File: src/rtl/parametrik_denetim_durum_birimi_if.sv
`default_nettype none
// ============================================================================
// Module      : parametrik_denetim_durum_birimi_if
// Description : Bundle of pipeline <-> hazard/forwarding controller signals.
//               slave  = the controller (reads pipeline state, drives controls)
//               master = the pipeline side (drives state, reads controls)
//               Port summary: GETIR mispredict/valid in, hold/flush out;
//               COZ source addresses/valids in, forward selects/hold/flush
//               out; YURUT done in, hold out; per-stage rd/write/ready in;
//               saturating stall/flush counters out.
// Revision    : 1.0 - initial release
// ============================================================================
interface parametrik_denetim_durum_birimi_if #(
  parameter int ADRES_BIT     = 5,
  parameter int KAYNAK_SAYISI = 2,
  parameter int ASAMA_SAYISI  = 2,
  parameter int SAYAC_BIT     = 16
);
  localparam int SEC_BIT = $clog2(ASAMA_SAYISI + 1);

  logic                                 gtr_yanlis_tahmin_i;
  logic                                 gtr_hazir_i;
  logic                                 gtr_durdur_o;
  logic                                 gtr_bosalt_o;
  logic [KAYNAK_SAYISI*ADRES_BIT-1:0]   cyo_rs_adres_i;
  logic [KAYNAK_SAYISI-1:0]             cyo_rs_gecerli_i;
  logic [KAYNAK_SAYISI*SEC_BIT-1:0]     cyo_yonlendir_sec_o;
  logic                                 cyo_durdur_o;
  logic                                 cyo_bosalt_o;
  logic                                 yrt_hazir_i;
  logic                                 yrt_durdur_o;
  logic [ASAMA_SAYISI-1:0]              asama_yaz_yazmac_i;
  logic [ASAMA_SAYISI*ADRES_BIT-1:0]    asama_rd_adres_i;
  logic [ASAMA_SAYISI-1:0]              asama_sonuc_hazir_i;
  logic [SAYAC_BIT-1:0]                 durdur_sayac_o;
  logic [SAYAC_BIT-1:0]                 bosalt_sayac_o;

  modport slave (
    input  gtr_yanlis_tahmin_i, gtr_hazir_i, cyo_rs_adres_i, cyo_rs_gecerli_i,
           yrt_hazir_i, asama_yaz_yazmac_i, asama_rd_adres_i, asama_sonuc_hazir_i,
    output gtr_durdur_o, gtr_bosalt_o, cyo_yonlendir_sec_o, cyo_durdur_o,
           cyo_bosalt_o, yrt_durdur_o, durdur_sayac_o, bosalt_sayac_o
  );

  modport master (
    output gtr_yanlis_tahmin_i, gtr_hazir_i, cyo_rs_adres_i, cyo_rs_gecerli_i,
           yrt_hazir_i, asama_yaz_yazmac_i, asama_rd_adres_i, asama_sonuc_hazir_i,
    input  gtr_durdur_o, gtr_bosalt_o, cyo_yonlendir_sec_o, cyo_durdur_o,
           cyo_bosalt_o, yrt_durdur_o, durdur_sayac_o, bosalt_sayac_o
  );
endinterface
`default_nettype wire

File: src/rtl/parametrik_denetim_durum_birimi.sv
`default_nettype none
// ============================================================================
// Module      : parametrik_denetim_durum_birimi
// Description : Hazard/forwarding controller for the core pipeline.
//               Per-source forward selects (youngest valid producer wins),
//               load-use stall when that producer's result is not ready,
//               startup flush after reset and flush on mispredict, internal
//               per-stage bubble tracking, saturating stall/flush counters.
//               Ports: clk_i, rst_i (async, active-high) and the slave
//               modport of parametrik_denetim_durum_birimi_if.
// Revision    : 1.0 - initial release
// ============================================================================
module parametrik_denetim_durum_birimi #(
  parameter int ADRES_BIT        = 5,
  parameter int KAYNAK_SAYISI    = 2,
  parameter int ASAMA_SAYISI     = 2,
  parameter int BOS_BASLA_CEVRIM = 1,
  parameter int SAYAC_BIT        = 16
) (
  input  wire logic                        clk_i,
  input  wire logic                        rst_i,
  parametrik_denetim_durum_birimi_if.slave bus
);
  localparam int SEC_BIT = $clog2(ASAMA_SAYISI + 1);
  localparam int BOS_BIT = $clog2(BOS_BASLA_CEVRIM + 1);

  logic [ASAMA_SAYISI-1:0]          gecersiz_q, gecersiz_d;
  logic [BOS_BIT-1:0]               bos_sayac_q, bos_sayac_d;
  logic [SAYAC_BIT-1:0]             durdur_sayac_q, durdur_sayac_d;
  logic [SAYAC_BIT-1:0]             bosalt_sayac_q, bosalt_sayac_d;

  logic [KAYNAK_SAYISI*SEC_BIT-1:0] sec_w;
  logic                             hazard_ham_w;
  logic                             hazard_w;
  logic                             bosalt_w;
  logic                             ilerle_w;

  // Forward select and raw hazard. Stages are scanned oldest to youngest so
  // the youngest match overwrites; only that winner's readiness matters.
  always_comb begin
    sec_w        = '0;
    hazard_ham_w = 1'b0;
    for (int j = 0; j < KAYNAK_SAYISI; j++) begin : kaynak_tarama
      logic [ADRES_BIT-1:0] rs;
      logic [SEC_BIT-1:0]   sec_j;
      logic                 kazanan_hazir;
      rs            = bus.cyo_rs_adres_i[j*ADRES_BIT +: ADRES_BIT];
      sec_j         = '0;
      kazanan_hazir = 1'b1;
      for (int k = ASAMA_SAYISI - 1; k >= 0; k--) begin
        if (bus.cyo_rs_gecerli_i[j] && (rs != '0) && bus.asama_yaz_yazmac_i[k] &&
            (bus.asama_rd_adres_i[k*ADRES_BIT +: ADRES_BIT] == rs) && !gecersiz_q[k]) begin
          sec_j         = SEC_BIT'(k + 1);
          kazanan_hazir = bus.asama_sonuc_hazir_i[k];
        end
      end
      sec_w[j*SEC_BIT +: SEC_BIT] = sec_j;
      if (!kazanan_hazir) hazard_ham_w = 1'b1;
    end
  end

  // Flush dominates: a flushed instruction never stalls or counts as a hazard.
  assign bosalt_w = (bos_sayac_q != '0) | bus.gtr_yanlis_tahmin_i;
  assign hazard_w = hazard_ham_w & ~bosalt_w;
  assign ilerle_w = bus.gtr_hazir_i & bus.yrt_hazir_i;

  assign bus.cyo_yonlendir_sec_o = sec_w;
  assign bus.cyo_bosalt_o        = bosalt_w;
  assign bus.gtr_bosalt_o        = bosalt_w;
  assign bus.cyo_durdur_o        = ~bus.yrt_hazir_i | ~bus.gtr_hazir_i | hazard_w;
  assign bus.gtr_durdur_o        = ~bus.yrt_hazir_i | ~bus.gtr_hazir_i | hazard_w;
  assign bus.yrt_durdur_o        = ~bus.gtr_hazir_i;
  assign bus.durdur_sayac_o      = durdur_sayac_q;
  assign bus.bosalt_sayac_o      = bosalt_sayac_q;

  always_comb begin
    gecersiz_d     = gecersiz_q;
    bos_sayac_d    = bos_sayac_q;
    durdur_sayac_d = durdur_sayac_q;
    bosalt_sayac_d = bosalt_sayac_q;

    // A stalled or flushed COZ instruction enters YURUT as a bubble; older
    // validity bits simply follow the pipeline when it advances.
    if (ilerle_w) begin
      gecersiz_d[0] = bosalt_w | hazard_w;
      for (int k = 1; k < ASAMA_SAYISI; k++) begin
        gecersiz_d[k] = gecersiz_q[k-1];
      end
    end

    if (bos_sayac_q != '0) bos_sayac_d = bos_sayac_q - 1'b1;

    if (hazard_w && (durdur_sayac_q != '1))
      durdur_sayac_d = durdur_sayac_q + 1'b1;
    if (bus.gtr_yanlis_tahmin_i && (bosalt_sayac_q != '1))
      bosalt_sayac_d = bosalt_sayac_q + 1'b1;
  end

  always_ff @(posedge clk_i or posedge rst_i) begin
    if (rst_i) begin
      gecersiz_q     <= '1;
      bos_sayac_q    <= BOS_BIT'(BOS_BASLA_CEVRIM);
      durdur_sayac_q <= '0;
      bosalt_sayac_q <= '0;
    end else begin
      gecersiz_q     <= gecersiz_d;
      bos_sayac_q    <= bos_sayac_d;
      durdur_sayac_q <= durdur_sayac_d;
      bosalt_sayac_q <= bosalt_sayac_d;
    end
  end
endmodule
`default_nettype wire

File: src/flat_wrapper.sv
// flat-port wrapper written by rule: the top's interface ports become plain ports
module parametrik_denetim_durum_birimi_flat 
#(
  parameter int ADRES_BIT        = 5,
  parameter int KAYNAK_SAYISI    = 2,
  parameter int ASAMA_SAYISI     = 2,
  parameter int BOS_BASLA_CEVRIM = 1,
  parameter int SAYAC_BIT        = 16
)
  (clk_i, rst_i, bus_gtr_yanlis_tahmin_i, bus_gtr_hazir_i, bus_cyo_rs_adres_i, bus_cyo_rs_gecerli_i, bus_yrt_hazir_i, bus_asama_yaz_yazmac_i, bus_asama_rd_adres_i, bus_asama_sonuc_hazir_i, bus_gtr_durdur_o, bus_gtr_bosalt_o, bus_cyo_yonlendir_sec_o, bus_cyo_durdur_o, bus_cyo_bosalt_o, bus_yrt_durdur_o, bus_durdur_sayac_o, bus_bosalt_sayac_o);
  parametrik_denetim_durum_birimi_if #(.ADRES_BIT(ADRES_BIT), .KAYNAK_SAYISI(KAYNAK_SAYISI), .ASAMA_SAYISI(ASAMA_SAYISI), .SAYAC_BIT(SAYAC_BIT)) bus_i ();
  input  wire logic clk_i;
  input  wire logic rst_i;
  input wire logic [$bits(bus_i.gtr_yanlis_tahmin_i)-1:0] bus_gtr_yanlis_tahmin_i;
  input wire logic [$bits(bus_i.gtr_hazir_i)-1:0] bus_gtr_hazir_i;
  input wire logic [$bits(bus_i.cyo_rs_adres_i)-1:0] bus_cyo_rs_adres_i;
  input wire logic [$bits(bus_i.cyo_rs_gecerli_i)-1:0] bus_cyo_rs_gecerli_i;
  input wire logic [$bits(bus_i.yrt_hazir_i)-1:0] bus_yrt_hazir_i;
  input wire logic [$bits(bus_i.asama_yaz_yazmac_i)-1:0] bus_asama_yaz_yazmac_i;
  input wire logic [$bits(bus_i.asama_rd_adres_i)-1:0] bus_asama_rd_adres_i;
  input wire logic [$bits(bus_i.asama_sonuc_hazir_i)-1:0] bus_asama_sonuc_hazir_i;
  output wire logic [$bits(bus_i.gtr_durdur_o)-1:0] bus_gtr_durdur_o;
  output wire logic [$bits(bus_i.gtr_bosalt_o)-1:0] bus_gtr_bosalt_o;
  output wire logic [$bits(bus_i.cyo_yonlendir_sec_o)-1:0] bus_cyo_yonlendir_sec_o;
  output wire logic [$bits(bus_i.cyo_durdur_o)-1:0] bus_cyo_durdur_o;
  output wire logic [$bits(bus_i.cyo_bosalt_o)-1:0] bus_cyo_bosalt_o;
  output wire logic [$bits(bus_i.yrt_durdur_o)-1:0] bus_yrt_durdur_o;
  output wire logic [$bits(bus_i.durdur_sayac_o)-1:0] bus_durdur_sayac_o;
  output wire logic [$bits(bus_i.bosalt_sayac_o)-1:0] bus_bosalt_sayac_o;
  assign bus_i.gtr_yanlis_tahmin_i = bus_gtr_yanlis_tahmin_i;
  assign bus_i.gtr_hazir_i = bus_gtr_hazir_i;
  assign bus_i.cyo_rs_adres_i = bus_cyo_rs_adres_i;
  assign bus_i.cyo_rs_gecerli_i = bus_cyo_rs_gecerli_i;
  assign bus_i.yrt_hazir_i = bus_yrt_hazir_i;
  assign bus_i.asama_yaz_yazmac_i = bus_asama_yaz_yazmac_i;
  assign bus_i.asama_rd_adres_i = bus_asama_rd_adres_i;
  assign bus_i.asama_sonuc_hazir_i = bus_asama_sonuc_hazir_i;
  assign bus_gtr_durdur_o = bus_i.gtr_durdur_o;
  assign bus_gtr_bosalt_o = bus_i.gtr_bosalt_o;
  assign bus_cyo_yonlendir_sec_o = bus_i.cyo_yonlendir_sec_o;
  assign bus_cyo_durdur_o = bus_i.cyo_durdur_o;
  assign bus_cyo_bosalt_o = bus_i.cyo_bosalt_o;
  assign bus_yrt_durdur_o = bus_i.yrt_durdur_o;
  assign bus_durdur_sayac_o = bus_i.durdur_sayac_o;
  assign bus_bosalt_sayac_o = bus_i.bosalt_sayac_o;
  parametrik_denetim_durum_birimi #(.ADRES_BIT(ADRES_BIT), .KAYNAK_SAYISI(KAYNAK_SAYISI), .ASAMA_SAYISI(ASAMA_SAYISI), .BOS_BASLA_CEVRIM(BOS_BASLA_CEVRIM), .SAYAC_BIT(SAYAC_BIT)) u_core (.clk_i(clk_i), .rst_i(rst_i), .bus(bus_i));
endmodule
File: config.mk
export PLATFORM = sky130hd
export DESIGN_NAME = parametrik_denetim_durum_birimi_flat
export DESIGN_NICKNAME = d
export VERILOG_FILES = /design/src/rtl/parametrik_denetim_durum_birimi_if.sv /design/src/rtl/parametrik_denetim_durum_birimi.sv /design/src/flat_wrapper.sv
export SDC_FILE = /design/constraint.sdc
export NUM_CORES = 1
export LEC_CHECK = 0
export CAP_MARGIN = 15
export CORE_AREA = 2 2 93 59
export CTS_CLUSTER_DIAMETER = 100
export DETAILED_ROUTE_END_ITERATION = 10
export DIE_AREA = 0 0 95 61
export PLACE_DENSITY = 0.84
export SLEW_MARGIN = 5
export SYNTH_ARGS = -nofsm -noshare
export SYNTH_HDL_FRONTEND = slang
export SYNTH_SLANG_ARGS = --single-unit
File: constraint.sdc
create_clock -name clk_i -period 2.9 [get_ports clk_i]
set_input_delay 0.435 -clock clk_i [delete_from_list [all_inputs] [get_ports clk_i]]
set_output_delay 0.435 -clock clk_i [all_outputs]
set_load 0.03 [all_outputs]
[After elaboration in Yosys (flattened, before gate mapping)]
Index checks and enable logic that the tools add are counted.
Storage, ports and cells
  flip-flop bits (word level): 35
  bits of input ports: 31
  output and inout bits: 41
  logic and storage cells: 53
Operators by class
  $add $sub $neg: 3
  equal/unequal tests: 6
  multiplexer cells: 11
  bitwise logic cells: 9
  reduce and logical (&&, ||, !) cells: 20
Operators with widths (count)
  16-bit by 1-bit adder with 16-bit output (second input constant): 2
  16-bit inequality test (second input constant): 2
  5-bit equality test: 4
  1-bit logical AND: 16
  5-bit nonzero test: 2
  2-bit 2-to-1 mux: 4
  1-bit 2-to-1 mux: 7
  1-bit bitwise OR: 4
  1-bit inverter: 3
  1-bit bitwise AND: 2
  1-bit zero test: 2
  1-bit subtractor (second input constant): 1

[Logic depth before layout (Yosys ltp)]
Gate-level depths: netlist of the first run.
  depth in word-level cells: 11
  depth in mapped cells: 8
  depth with buffers taken out: 8

[Least setup slack after synthesis of the first run]
OpenSTA, ideal clock, no wires.
  path type: input -> output
  start point: input bus_cyo_rs_adres_i[0]
  end point: output bus_gtr_durdur_o
  arrival time: 2419 ps
  data required time: 2465 ps
  slack: 46 ps
  stages: 7
  buffers on the path: 1
  path through: xnor2_1 -> nand4_1 -> nor4_2 -> o22a_2 -> o21ai_1 -> a21o_1 -> buf_4
Between the ends
  longest elaborated chain between the ends: 11
  elaborated cells between the ends (all ways): 16
  classes of those cells: eq/ne (2); mux (4); bitwise (2); reduce/logical (8)
RTL lines
  start: declaration: line flat_wrapper.sv:16  | input wire logic [$bits(bus_i.cyo_rs_adres_i)-1:0] bus_cyo_rs_adres_i;
  5-bit nonzero test: line parametrik_denetim_durum_birimi.sv:51  | if (bus.cyo_rs_gecerli_i[j] && (rs != '0) && bus.asama_yaz_yazmac_i[k] &&
  1-bit logical AND (3 in series): line parametrik_denetim_durum_birimi.sv:51
  1-bit logical AND: line parametrik_denetim_durum_birimi.sv:52  | (bus.asama_rd_adres_i[k*ADRES_BIT +: ADRES_BIT] == rs) && !gecersiz_q[k]) begin
  1-bit 2-to-1 mux: line parametrik_denetim_durum_birimi.sv:51
  1-bit 2-to-1 mux (*): line parametrik_denetim_durum_birimi.sv:51
  1-bit 2-to-1 mux (*) (2 in series): line parametrik_denetim_durum_birimi.sv:58  | if (!kazanan_hazir) hazard_ham_w = 1'b1;
  1-bit bitwise AND (*): line parametrik_denetim_durum_birimi.sv:64  | assign hazard_w = hazard_ham_w & ~bosalt_w;
  1-bit bitwise OR (*)
  end: declaration: line flat_wrapper.sv:22  | output wire logic [$bits(bus_i.gtr_durdur_o)-1:0] bus_gtr_durdur_o;
Mark *: on every way between the ends. The rest lies on a longest branch, timed or not.

[Worst setup path in the final report of the first run]
  start point: input bus_cyo_rs_adres_i[2]
  end point: output bus_cyo_durdur_o
Between the ends
  longest elaborated chain between the ends: 11
  elaborated cells between the ends (all ways): 16
  classes of those cells: eq/ne (2); mux (4); bitwise (2); reduce/logical (8)
RTL lines
  5-bit nonzero test: line parametrik_denetim_durum_birimi.sv:51
  1-bit logical AND (3 in series): line parametrik_denetim_durum_birimi.sv:51
  1-bit logical AND: line parametrik_denetim_durum_birimi.sv:52
  1-bit 2-to-1 mux: line parametrik_denetim_durum_birimi.sv:51
  1-bit 2-to-1 mux (*): line parametrik_denetim_durum_birimi.sv:51
  1-bit 2-to-1 mux (*) (2 in series): line parametrik_denetim_durum_birimi.sv:58
  1-bit bitwise AND (*): line parametrik_denetim_durum_birimi.sv:64
  1-bit bitwise OR (*): line parametrik_denetim_durum_birimi.sv:70  | assign bus.cyo_durdur_o = ~bus.yrt_hazir_i | ~bus.gtr_hazir_i | hazard_w;
  end: declaration: line flat_wrapper.sv:25  | output wire logic [$bits(bus_i.cyo_durdur_o)-1:0] bus_cyo_durdur_o;
Marked as above.

==> results of run 1 <==
==> flip-flops by register name, summed over array words and instances (netlist names) <==
| signal | count |
|---|---|
| u_core.bus.bosalt_sayac_o | 16 |
| u_core.gecersiz_q | 2 |
| u_core.bus.durdur_sayac_o | 16 |
| u_core.bos_sayac_q | 1 |
==> cells in the mapped netlist <==
master	n
a2111oi_0	1
a21o_1	1
a21oi_1	1
a31o_1	1
a41oi_1	1
and3_1	5
and3_4	1
and3b_1	1
and4_1	2
and4_4	1
buf_4	2
conb_1	1
dfrtp_1	32
dfstp_2	3
ha_1	2
inv_1	6
mux2_1	1
mux2_2	2
nand2_1	15
nand2b_1	3
nand3_1	10
nand4_1	10
nor2_1	13
nor3_1	3
nor4_2	2
o21ai_0	2
o21ai_1	3
o21ai_2	1
o21bai_2	1
o22a_2	1
o22a_4	1
o22ai_4	1
or2_2	1
or3_1	1
or4_1	4
or4_4	1
xnor2_1	35
xor2_1	13
==> cell usage in the layout (no fill, tap or decap), types with 5 or more instances in the layout <==
cell type and n:
xor2_1 13, nand2_1 15, dfrtp_1 32, clkdlybuf4s50_1 53, dlymetal6s2s_1 12, and3_1 5
xnor2_1 34, inv_1 6, nor2_1 13, clkbuf_8 7, nand4_1 10, nand3_1 10
buf_4 19
==> kinds of logic after synthesis <==
group | count (synthesis)
AND/OR/NAND/NOR | 73
XOR/XNOR | 48
flip-flops | 35
AO/OA/AOI/OAI | 15
buffers and inverters | 8
multiplexers | 3
adder cells (fa/ha/maj) | 2
other | 1
==> layout make-up <==
type	instances	area, um^2	share of cell area (%)
clock buffers	8	100	3.35
inverters	6	22.5	0.753
multi-input cells	142	1060	35.4
flip-flops and latches	35	880	29.4
well taps	66	82.6	2.76
repair buffers	86	846	28.3
==> path summary, 6_finish.rpt <==
| path | end | slack [ns] | from | cells after the start |
|---|---|---|---|---|
| hold reg to reg | u_core.bus.bosalt_sayac_o[6]$_DFFE_PP0P_ | 0.49 | u_core.bus.bosalt_sayac_o[6]$_DFFE_PP0P_ | 1 |
| max in group asynchronous | u_core.bos_sayac_q$_DFF_PP1_ | 1.99 | rst_i | 3 |
| hold / removal | u_core.bus.bosalt_sayac_o[6]$_DFFE_PP0P_ | 0.49 | u_core.bus.bosalt_sayac_o[6]$_DFFE_PP0P_ | 1 |
| setup reg to reg | u_core.bus.durdur_sayac_o[13]$_DFFE_PP0P_ | 0.59 | u_core.bus.durdur_sayac_o[0]$_DFFE_PP0P_ | 8 |
| min in group asynchronous | u_core.bus.bosalt_sayac_o[0]$_DFFE_PP0P_ | 0.58 | rst_i | 3 |
| setup / recovery | bus_cyo_durdur_o | 0.08 | bus_cyo_rs_adres_i[2] | 8 |
==> power groups by stage <==
stage	sequential (mW)	combinational [mW]	clock, mW
2_1_floorplan	0.691	0.134	0
3_3_place_gp	0.607	0.409	0
3_5_place_dp	0.611	0.413	0
4_1_cts	0.601	0.417	0.396
5_1_grt	0.610	0.452	0.417
6_report	0.601	0.419	0.379
==> what timing repair did <==
action,CTS,global route
setup endpoints to repair,2,2
gates cloned,0,0
pin swaps,2,3
resized for setup,3,17
==> worst reg2reg max path: stages (launching register included) <==
cell     delay [ns]
dfrtp_1        0.42
ha_1           0.25
nand2_1        0.11
nor2_1         0.11
a31o_1         0.27
or4_1          0.44
o22a_4         0.26
and3b_1        0.22
xor2_1         0.14
==> metrics by stage <==
step | instances | power (mW) | hold slack (ns) | util [%]
floorplan | 185 | 0.825 | 0.498 | -
global placement | 335 | 1.02 | 0.475 | 57.2
detailed placement | 335 | 1.02 | 0.480 | 57.2
CTS | 343 | 1.41 | 0.492 | 59.5
global route | 343 | 1.48 | 0.514 | 60.7
finish | 343 | 1.40 | 0.491 | 60.7
==> routing by layer <==
layer / global-route usage [%] / share of wire, % / wire length [um] / vias to the layer above
li1: - / - / - / 825
met1: 27.3 / 51 / 2590 / 799
met2: 26.5 / 42 / 2130 / 53
met3: 4.72 / 5.2 / 264 / 7
met4: 5.80 / 1.2 / 58 / 0
met5: 0 / 0 / 0 / -
==> impl_metrics.json, run 1 <==
{
  "wire_per_inst_um": 14.7,
  "switching_power_mw": 0.442,
  "rsz0062_at_grt": "no",
  "synth_area_leader_cell": "dfrtp_1",
  "skew_ns": 0.00357,
  "drive_above_1_share_pct": 17.3,
  "dpl_cell_area_um2": 2820,
  "nets": 309,
  "core_um2": 4930,
  "drv_slew": 0,
  "intPower_mw": 0.957,
  "die_area_um2": 5800,
  "postCtsHoldBufs": 0,
  "report.final.setup_viol": 0,
  "synth_area_um2": 1940,
  "design_area_um2": 2990,
  "switching_share_pct": 31.6,
  "yosysTopAreaCellShare_pct": 41.2,
  "cp_cell_sequence": "clkdlybuf4s50_1, buf_4, xor2_1, or4_4, o22a_2, o21ai_2, a21o_1, buf_6",
  "pin_count": 72,
  "ys_seq_area_share_pct": 45.3,
  "maxCapViolCount": 0,
  "fillers": 400,
  "ys_warn_count": 0,
  "slowest_stage": "or4_4",
  "synth.distinct_cells": 38,
  "die_w_um": 95,
  "timing.fmax_mhz": 354,
  "arrival_ns": 2.39,
  "worstPathMaxFanout": 2,
  "num_antenna_cells": 0,
  "antenna_found_initial": 0,
  "cts_buffers": 5,
  "cts_tree": "yes",
  "muxShareOfSynthArea_pct": 1.74,
  "cts_max_level": 2,
  "synthAdderAreaFrac_pct": 1.29,
  "hold_viol": 0,
  "ir_worst_vdd_mv": 0.205,
  "drt_first_iter_violations": 94,
  "overflow": 0,
  "combPwrFrac_pct": 30.0,
  "grt_pass1_vias": 1562,
  "grt_pass1_wl_um": 7930,
  "worst_pin_slew_ns": 0.731,
  "avgSynthCellArea_um2": 10.5,
  "synth.net_count": 218,
  "p_per_area_nw_per_um2": 468,
  "globalplace.congestion": 0.978,
  "yosys-top-cells-area": "dfrtp_1 41%, xnor2_1 16%, xor2_1 5.9%, dfstp_2 4.1%, nand4_1 3.2%",
  "synthSimpleGateAreaFrac_pct": 21.1,
  "clkLatencyLatePin_ns": 0.28,
  "p_leak_nw": 1.36,
  "vias_per_cell": 4.91,
  "grt_max_degree": 36,
  "cpLargestDelayFamily": "buffers and inverters",
  "hp-class": "flip-flop to flip-flop",
  "num_vias": 1684,
  "cp_num_buf_inv": 3,
  "pwr-share-clk_pct": 27.1,
  "start_kind": "primary input",
  "port_buffers": 71,
  "drc_errors": 0,
  "ant_nets": 0,
  "routed_wl_um": 5040,
  "synth_compound_area_share_pct": 6.77,
  "final.min_clock_period_ns": 2.82,
  "pwr-share-seq_pct": 42.9,
  "worstSetupPathType": "primary input to primary output",
  "synth_xor_area_share_pct": 21.6,
  "slew_headroom_pct": 50.0,
  "clockBufferDepth": 2,
  "post_cts_buffers": 0,
  "grt_usage_pct": 18.4,
  "max_stage_delay_ns": 0.49,
  "post-place-ws_ns": -0.00721,
  "firstDrtPassIters": 4,
  "synth_cells": 185,
  "dp_hpwl_um": 3950,
  "start_util_pct": 39.4,
  "fin_crit_sh_pct": 97.3,
  "tns_ns": 0,
  "rows": 20,
  "path_clk_slew_ns": 0.06,
  "area_delta_synth_final_pct": 54.0,
  "status": "complete, no violations",
  "finalWorstSetupSlack_ns": 0.0788,
  "synth_top_family_by_area": "XOR/XNOR gates",
  "cts.sinks": 35,
  "worstSetupEndpointType": "primary output",
  "root_buffer": "clkbuf_8",
  "die_y_um": 61,
  "ys_ff_latch": 35,
  "crit_required_ns": 2.47
}
Note: power is estimated with default switching activity, not from simulation.
==> run 2, diff against run 1 <==
--- a/config.mk
+++ b/config.mk
@@ -5,7 +5,6 @@
 export SDC_FILE = /design/constraint.sdc
 export NUM_CORES = 1
 export LEC_CHECK = 0
-export CAP_MARGIN = 15
 export CORE_AREA = 2 2 93 59
 export CTS_CLUSTER_DIAMETER = 100
 export DETAILED_ROUTE_END_ITERATION = 10
==> results of run 2 <==
Same layout as run 1: the final DEF is identical, and so are final timing and power.
==> RTL edit 1, RTL diff (config.mk and constraints of run 1) <==
`KAYNAK_SAYISI` is set to 2 in 3 places; all go to 4.
--- a/src/rtl/parametrik_denetim_durum_birimi_if.sv
+++ b/src/rtl/parametrik_denetim_durum_birimi_if.sv
@@ -12,7 +12,7 @@
 // ============================================================================
 interface parametrik_denetim_durum_birimi_if #(
   parameter int ADRES_BIT     = 5,
-  parameter int KAYNAK_SAYISI = 2,
+  parameter int KAYNAK_SAYISI = 4,
   parameter int ASAMA_SAYISI  = 2,
   parameter int SAYAC_BIT     = 16
 );
--- a/src/rtl/parametrik_denetim_durum_birimi.sv
+++ b/src/rtl/parametrik_denetim_durum_birimi.sv
@@ -12,7 +12,7 @@
 // ============================================================================
 module parametrik_denetim_durum_birimi #(
   parameter int ADRES_BIT        = 5,
-  parameter int KAYNAK_SAYISI    = 2,
+  parameter int KAYNAK_SAYISI    = 4,
   parameter int ASAMA_SAYISI     = 2,
   parameter int BOS_BASLA_CEVRIM = 1,
   parameter int SAYAC_BIT        = 16
--- a/src/flat_wrapper.sv
+++ b/src/flat_wrapper.sv
@@ -2,7 +2,7 @@
 module parametrik_denetim_durum_birimi_flat 
 #(
   parameter int ADRES_BIT        = 5,
-  parameter int KAYNAK_SAYISI    = 2,
+  parameter int KAYNAK_SAYISI    = 4,
   parameter int ASAMA_SAYISI     = 2,
   parameter int BOS_BASLA_CEVRIM = 1,
   parameter int SAYAC_BIT        = 16
Interface: changed (resized bus_cyo_rs_adres_i, bus_cyo_rs_gecerli_i and bus_cyo_yonlendir_sec_o); port bits go from 72 to 88. No check against the original RTL was run, so the function may have changed too.
==> RTL edit 1 against run 1 <==
Worst setup slack got worse by 0.032 ns. Routed wire length increased by 48%. Sequential cell count is the same. Clock skew is essentially flat. Power grew 13%. Utilization increased by 16 points. Final area rose by 26%. Area after synthesis up 16%. Register-to-register slack got worse by 0.17 ns.
==> RTL edit 1: results (changes against run 1) <==
Worst setup path
  • CP peak stage delay: 0.52 ns (was 0.49 ns)
  • Worst r2r src: u_core.bus.bosalt_sayac_o[5] (was u_core.bus.durdur_sayac_o[0])
  • Reg2reg path depth: 8 (unchanged)
  • RR Endpoint: u_core.bus.bosalt_sayac_o[13] (was u_core.bus.durdur_sayac_o[13])
  • R2R setup slack: 0.42 ns (was 0.59 ns)
  • Crit-path slowest cell: or4_1 (was or4_4)
  • Crit path DAT: 2.42 ns (was 2.39 ns)

Status
  • Outcome: finished, final reports clean (unchanged)

GRT
  • Met3 Track Usage GR: 0.05714 (was 0.04720)
  • First-pass GRT wire length: 11,290 um (was 7928 um)
  • GRT Resource Usage Total: 0.2633 (was 0.1845)
  • Vias in the first global route: 2,242 (was 1,562)
  • Met1 global-route usage: 0.3634 (was 0.2729)
  • Met2 Use GR: 0.4296 (was 0.2655)

Placement
  • Number of cells after detailed placement: 409 (was 335)
  • PortBufs: 87 (was 71)
  • Dpl hpwl: 5625 um (was 3949 um)
  • RD Place Congestion: 0.9013 (was 0.9784)

Finish
  • Layout cells sized above 1: 0.2722 (was 0.1733)
  • Filler cell count: 306 (was 400)
  • Final Non-Filler Cells: 426 (was 343)
  • Nets: 404 (was 309)

Detailed routing
  • Routed WL per cell: 17.50 um (was 14.69 um)
  • Metal3 WL: 551 um (was 264 um)
  • Initial DRC count: 205 (was 94)
  • DR WL met2: 3443 um (was 2128 um)
  • Post-DR vias/cell: 5.298 (was 4.910)
  • Met1 WL: 3362 um (was 2586 um)

Synthesis
  • Commonest cells post-synth: xnor2_1, dfrtp_1, xor2_1 (was xnor2_1, dfrtp_1, nand2_1)
  • Syn_nets: 273 (was 218)
  • YS warnings: 0 (unchanged)
  • Synth Instances: 228 (was 185)
  • Top cells by area, synth: dfrtp_1, xnor2_1, xor2_1 (unchanged)
  • Post-synth cell types: 37 (was 38)
  • Sequential area share after synthesis: 0.3908 (was 0.4530)

Worst hold path
  • Hold wc startpoint: u_core.bus.durdur_sayac_o[9] (was u_core.bus.bosalt_sayac_o[6])
  • Hold endpoint: u_core.bus.durdur_sayac_o[9] (was u_core.bus.bosalt_sayac_o[6])

Timing
  • Clk_skew: 0.003606 ns (was 0.003569 ns)
  • Max-slew headroom: 0.6452 (was 0.5001)

Clocking
  • Number of CTS-inserted buffers: 5 (unchanged)

Pwr
  • Sw frac: 0.3454 (was 0.3161)
  • Peak VDD IR: 0.5452 mV (was 0.2053 mV)
  • Leak pwr: 1.783 nW (was 1.358 nW)
RTL edit 1: cell types whose count changed after synthesis, moves of 3 or more:
cell      delta
nand4_1      +9
nand3_1      -3
nor4_1       +8
xor2_1      +16
nor3_1       +4
clkbuf_1     +5
xnor2_1      +6
inv_1        +6
or3_1        +3
nor2_1       -5
RTL edit 1: what timing repair did:
item / 4_1_cts / 5_1_grt
pin swaps: 21 / 20
buffers inserted: 2 / 7
setup endpoints to repair: 4 / 2
resized for setup: 34 / 25
RTL edit 1: worst max-delay path by stage:
stage / startpoint / to / slack, ns / depth (start not counted)
finish: bus_cyo_rs_adres_i[8] / bus_gtr_durdur_o / 0.05 / 9
global route: bus_cyo_rs_adres_i[4] / bus_gtr_durdur_o / -0.02 / 10
CTS: bus_cyo_rs_adres_i[0] / bus_gtr_durdur_o / 0.009 / 9
detailed placement: bus_cyo_rs_adres_i[15] / bus_cyo_durdur_o / -0.28 / 9
global placement: bus_cyo_rs_adres_i[15] / bus_cyo_durdur_o / -0.24 / 9
floorplan: bus_cyo_rs_adres_i[15] / bus_gtr_durdur_o / 0.01 / 8
RTL edit 1: per-stage QoR:
stage / hold WS [ns] / total power [mW] / setup slack, ns / area, um^2
after floorplan: 0.4966 / 0.9148 / 0.01248 / 2316
after global placement: 0.4800 / 1.170 / -0.2360 / 3482
after detailed placement: 0.4771 / 1.186 / -0.2836 / 3482
after CTS: 0.4900 / 1.573 / 0.008720 / 3642
after global routing: 0.5080 / 1.658 / -0.02291 / 3759
final: 0.4953 / 1.584 / 0.04700 / 3759
RTL edit 1: logic make-up after synthesis:
kind of cell | after synthesis | share of synthesized area
adder cells (fa/ha/maj) | 2 | 0.01112
other | 1 | 0.001666
flip-flops | 35 | 0.3908
AND/OR/NAND/NOR | 87 | 0.2340
buffers and inverters | 20 | 0.04002
multiplexers | 3 | 0.01501
AO/OA/AOI/OAI | 10 | 0.03502
XOR/XNOR | 70 | 0.2724
RTL edit 1: area by class of cell:
class,instances,area (um^2),area share
Sequential cell,35,879.6,0.2340
Clock buffer,8,100.1,0.02663
Tap cell,66,82.58,0.02197
Timing Repair Buffer,132,1205,0.3206
Inverter,12,45.04,0.01198
Multi-Input combinational cell,173,1446,0.3848
RTL edit 1: critical path: cells and delay by family:
kind            cells  cell delay (ns)
compound gates      3             0.45
simple gates        4             1.14
buf+inv             2             0.40
RTL edit 1: power groups by stage:
stage / Combinational [mW] / Clock [mW] / Sequential (mW)
floorplan: 0.183 / 0 / 0.732
CTS: 0.547 / 0.388 / 0.638
finish: 0.556 / 0.389 / 0.639
global placement: 0.529 / 0 / 0.641
global route: 0.592 / 0.418 / 0.648
detailed placement: 0.541 / 0 / 0.646
==> RTL edit 2, RTL diff (settings of run 1) <==
Without the edit above. Reset style: synchronous (`rst_i`), changed in one clocked block. Comments in the files are not updated.
--- a/src/rtl/parametrik_denetim_durum_birimi.sv
+++ b/src/rtl/parametrik_denetim_durum_birimi.sv
@@ -96,7 +96,7 @@
       bosalt_sayac_d = bosalt_sayac_q + 1'b1;
   end
 
-  always_ff @(posedge clk_i or posedge rst_i) begin
+  always_ff @(posedge clk_i) begin
     if (rst_i) begin
       gecersiz_q     <= '1;
       bos_sayac_q    <= BOS_BIT'(BOS_BASLA_CEVRIM);
Formal check against the unedited RTL: differs if rst_i is asserted again (counterexample within 4 cycles, from zero or initial values and one cycle with rst_i high); with rst_i held inactive, the same outputs for 10 cycles.
==> RTL edit 2 against run 1 <==
Critical path depth did not move. Critical endpoint is now bus_gtr_durdur_o. Synthesized cell count rose by 29%. Final area rose by 1.4%. Routed wire length rose by 12%. Via count rose by 21%. Largest cell class unchanged. Highest routed layer unchanged. Worst setup slack got worse by 0.056 ns. Area after synthesis rose by 1.0%. Sequential cell count did not move.
Power is not compared: it rests on default switching activity, and its combinational part moved more than twofold at a synthesized area within 25%.
==> RTL edit 2: results (changes against run 1) <==
Pwr
  • Total net switching power: 240.5 uW
  • Leak pwr: 1.142 nW

Detailed routing
  • Metal3 WL: 284 um (was 264 um)
  • Routed wire length: 5666 um (was 5038 um)
  • Post-DR vias/cell: 5.103 (was 4.910)
  • DR WL met2: 2376 um (was 2128 um)
  • Top Layer Used: met4 (unchanged)
  • Met1 WL: 2965 um (was 2586 um)

Timing
  • Slew of the pin with the lowest slew margin: 0.6479 ns (was 0.7310 ns)
  • Clk_skew: 0.005726 ns (was 0.003569 ns)

Synthesis
  • Post-synth cell types: 41 (was 38)
  • Sequential area share after synthesis: 0.3571 (was 0.4530)
  • Fraction of synthesis flops using an asynchronous set or reset pin: 0 (was 1.000)
  • Most common flop cell mapped by yosys: dfxtp_1 (was dfrtp_1)
  • Syn_nets: 271 (was 218)
  • Top cells by area, synth: dfxtp_1, xnor2_1, xor2_1 (was dfrtp_1, xnor2_1, xor2_1)

Finish
  • Nets: 366 (was 309)
  • Filler cell count: 419 (was 400)
  • Layout cells sized above 1: 0.1527 (was 0.1733)

GRT
  • GRT Resource Usage Total: 0.2045 (was 0.1845)
  • Vias in the first global route: 1,835 (was 1,562)
  • Largest net degree at the start of global routing: 22 (was 36)
  • First-pass GRT wire length: 8997 um (was 7928 um)

Worst setup path
  • Crit path DAT: 2.44 ns (was 2.39 ns)
  • Worst r2r src: u_core.gecersiz_q[0] (was u_core.bus.durdur_sayac_o[0])

Worst hold path
  • Hold wc startpoint: u_core.gecersiz_q[1] (was u_core.bus.bosalt_sayac_o[6])

Placement
  • RD Place Congestion: 0.9210 (was 0.9784)
  • Post-DP Area: 2882 um^2 (was 2818 um^2)
  • Pre-CTS setup slack: -0.5120 ns (was -0.007213 ns)

Status
  • Outcome: finished, final reports clean (unchanged)
[RTL edit 2: cell types whose count changed in the layout (fill, tap and decap cells not counted), sizes merged, moves of 6 or more]
cell	run 1	this run
a21oi	1	16
buf	21	32
dfrtp	32	0
dfxtp	0	35
dlygate4sd2	0	6
dlymetal6s2s	12	5
nor2	13	27
o21ai	6	13
or3	1	11
xnor2	35	18
[RTL edit 2: cell type report]
cell class	count	share of cell area
clock buffer	8	0.03302
inverter	9	0.01114
multi-input combinational	185	0.3979
sequential	35	0.2311
tap	66	0.02724
timing repair buffer	97	0.2996
[RTL edit 2: critical path, cell delays in order]
cell and delay [ns]:
clkdlybuf4s50_1 0.43, or4_4 0.55, o21ai_4 0.20, nor4_2 0.08
a22o_1 0.26, a22oi_2 0.20, nand3_2 0.11, buf_4 0.18
[RTL edit 2: worst paths after layout]
path,endpoint,slack [ns],cells after the start
max,bus_gtr_durdur_o,0.02,8
min,u_core.gecersiz_q[1],0.47,1
max reg2reg,u_core.bus.durdur_sayac_o[9],0.54,8
min reg2reg,u_core.gecersiz_q[1],0.47,1
[RTL edit 2: metrics by stage]
stage	util	TNS, ns	instances	power (mW)	hold slack (ns)
global route	0.6150	-0.08785	400	1.065	0.4942
floorplan	-	0	238	0.5632	0.4263
CTS	0.6041	0	398	1.030	0.4640
global placement	0.5845	-1.476	390	0.6527	0.4435
finish	0.6150	0	400	1.026	0.4663
detailed placement	0.5845	-1.514	390	0.6538	0.4479
[RTL edit 2: metal layers]
metal | vias to the layer above | GRT usage
met5 | - | 0
met4 | 0 | 0.04141
met3 | 7 | 0.05093
met2 | 48 | 0.2958
met1 | 949 | 0.3083
li1 | 1037 | -
[RTL edit 2: what timing repair did]
action | 4_1_cts | 5_1_grt
pin swaps | 1 | 4
resized for setup | 20 | 10
hold endpoints to repair | 0 | 0
setup buffers | 0 | 2
endpoints found under the setup margin | 2 | 2
[RTL edit 2: power by group through the flow]
stage | clock network, mW | registers [mW] | logic (mW)
after floorplan | 0 | 0.506 | 0.0572
after global placement | 0 | 0.501 | 0.152
after detailed placement | 0 | 0.501 | 0.153
after CTS | 0.389 | 0.490 | 0.151
after global routing | 0.408 | 0.490 | 0.166
final | 0.381 | 0.490 | 0.155
[RTL edit 2: cells by family after synthesis]
kind of cell,share of synthesized area
simple gates,0.2819
compound gates,0.1269
flops,0.3571
xor+xnor,0.1518
buf+inv,0.04592
mux,0.02359
fa+ha+maj,0.01275
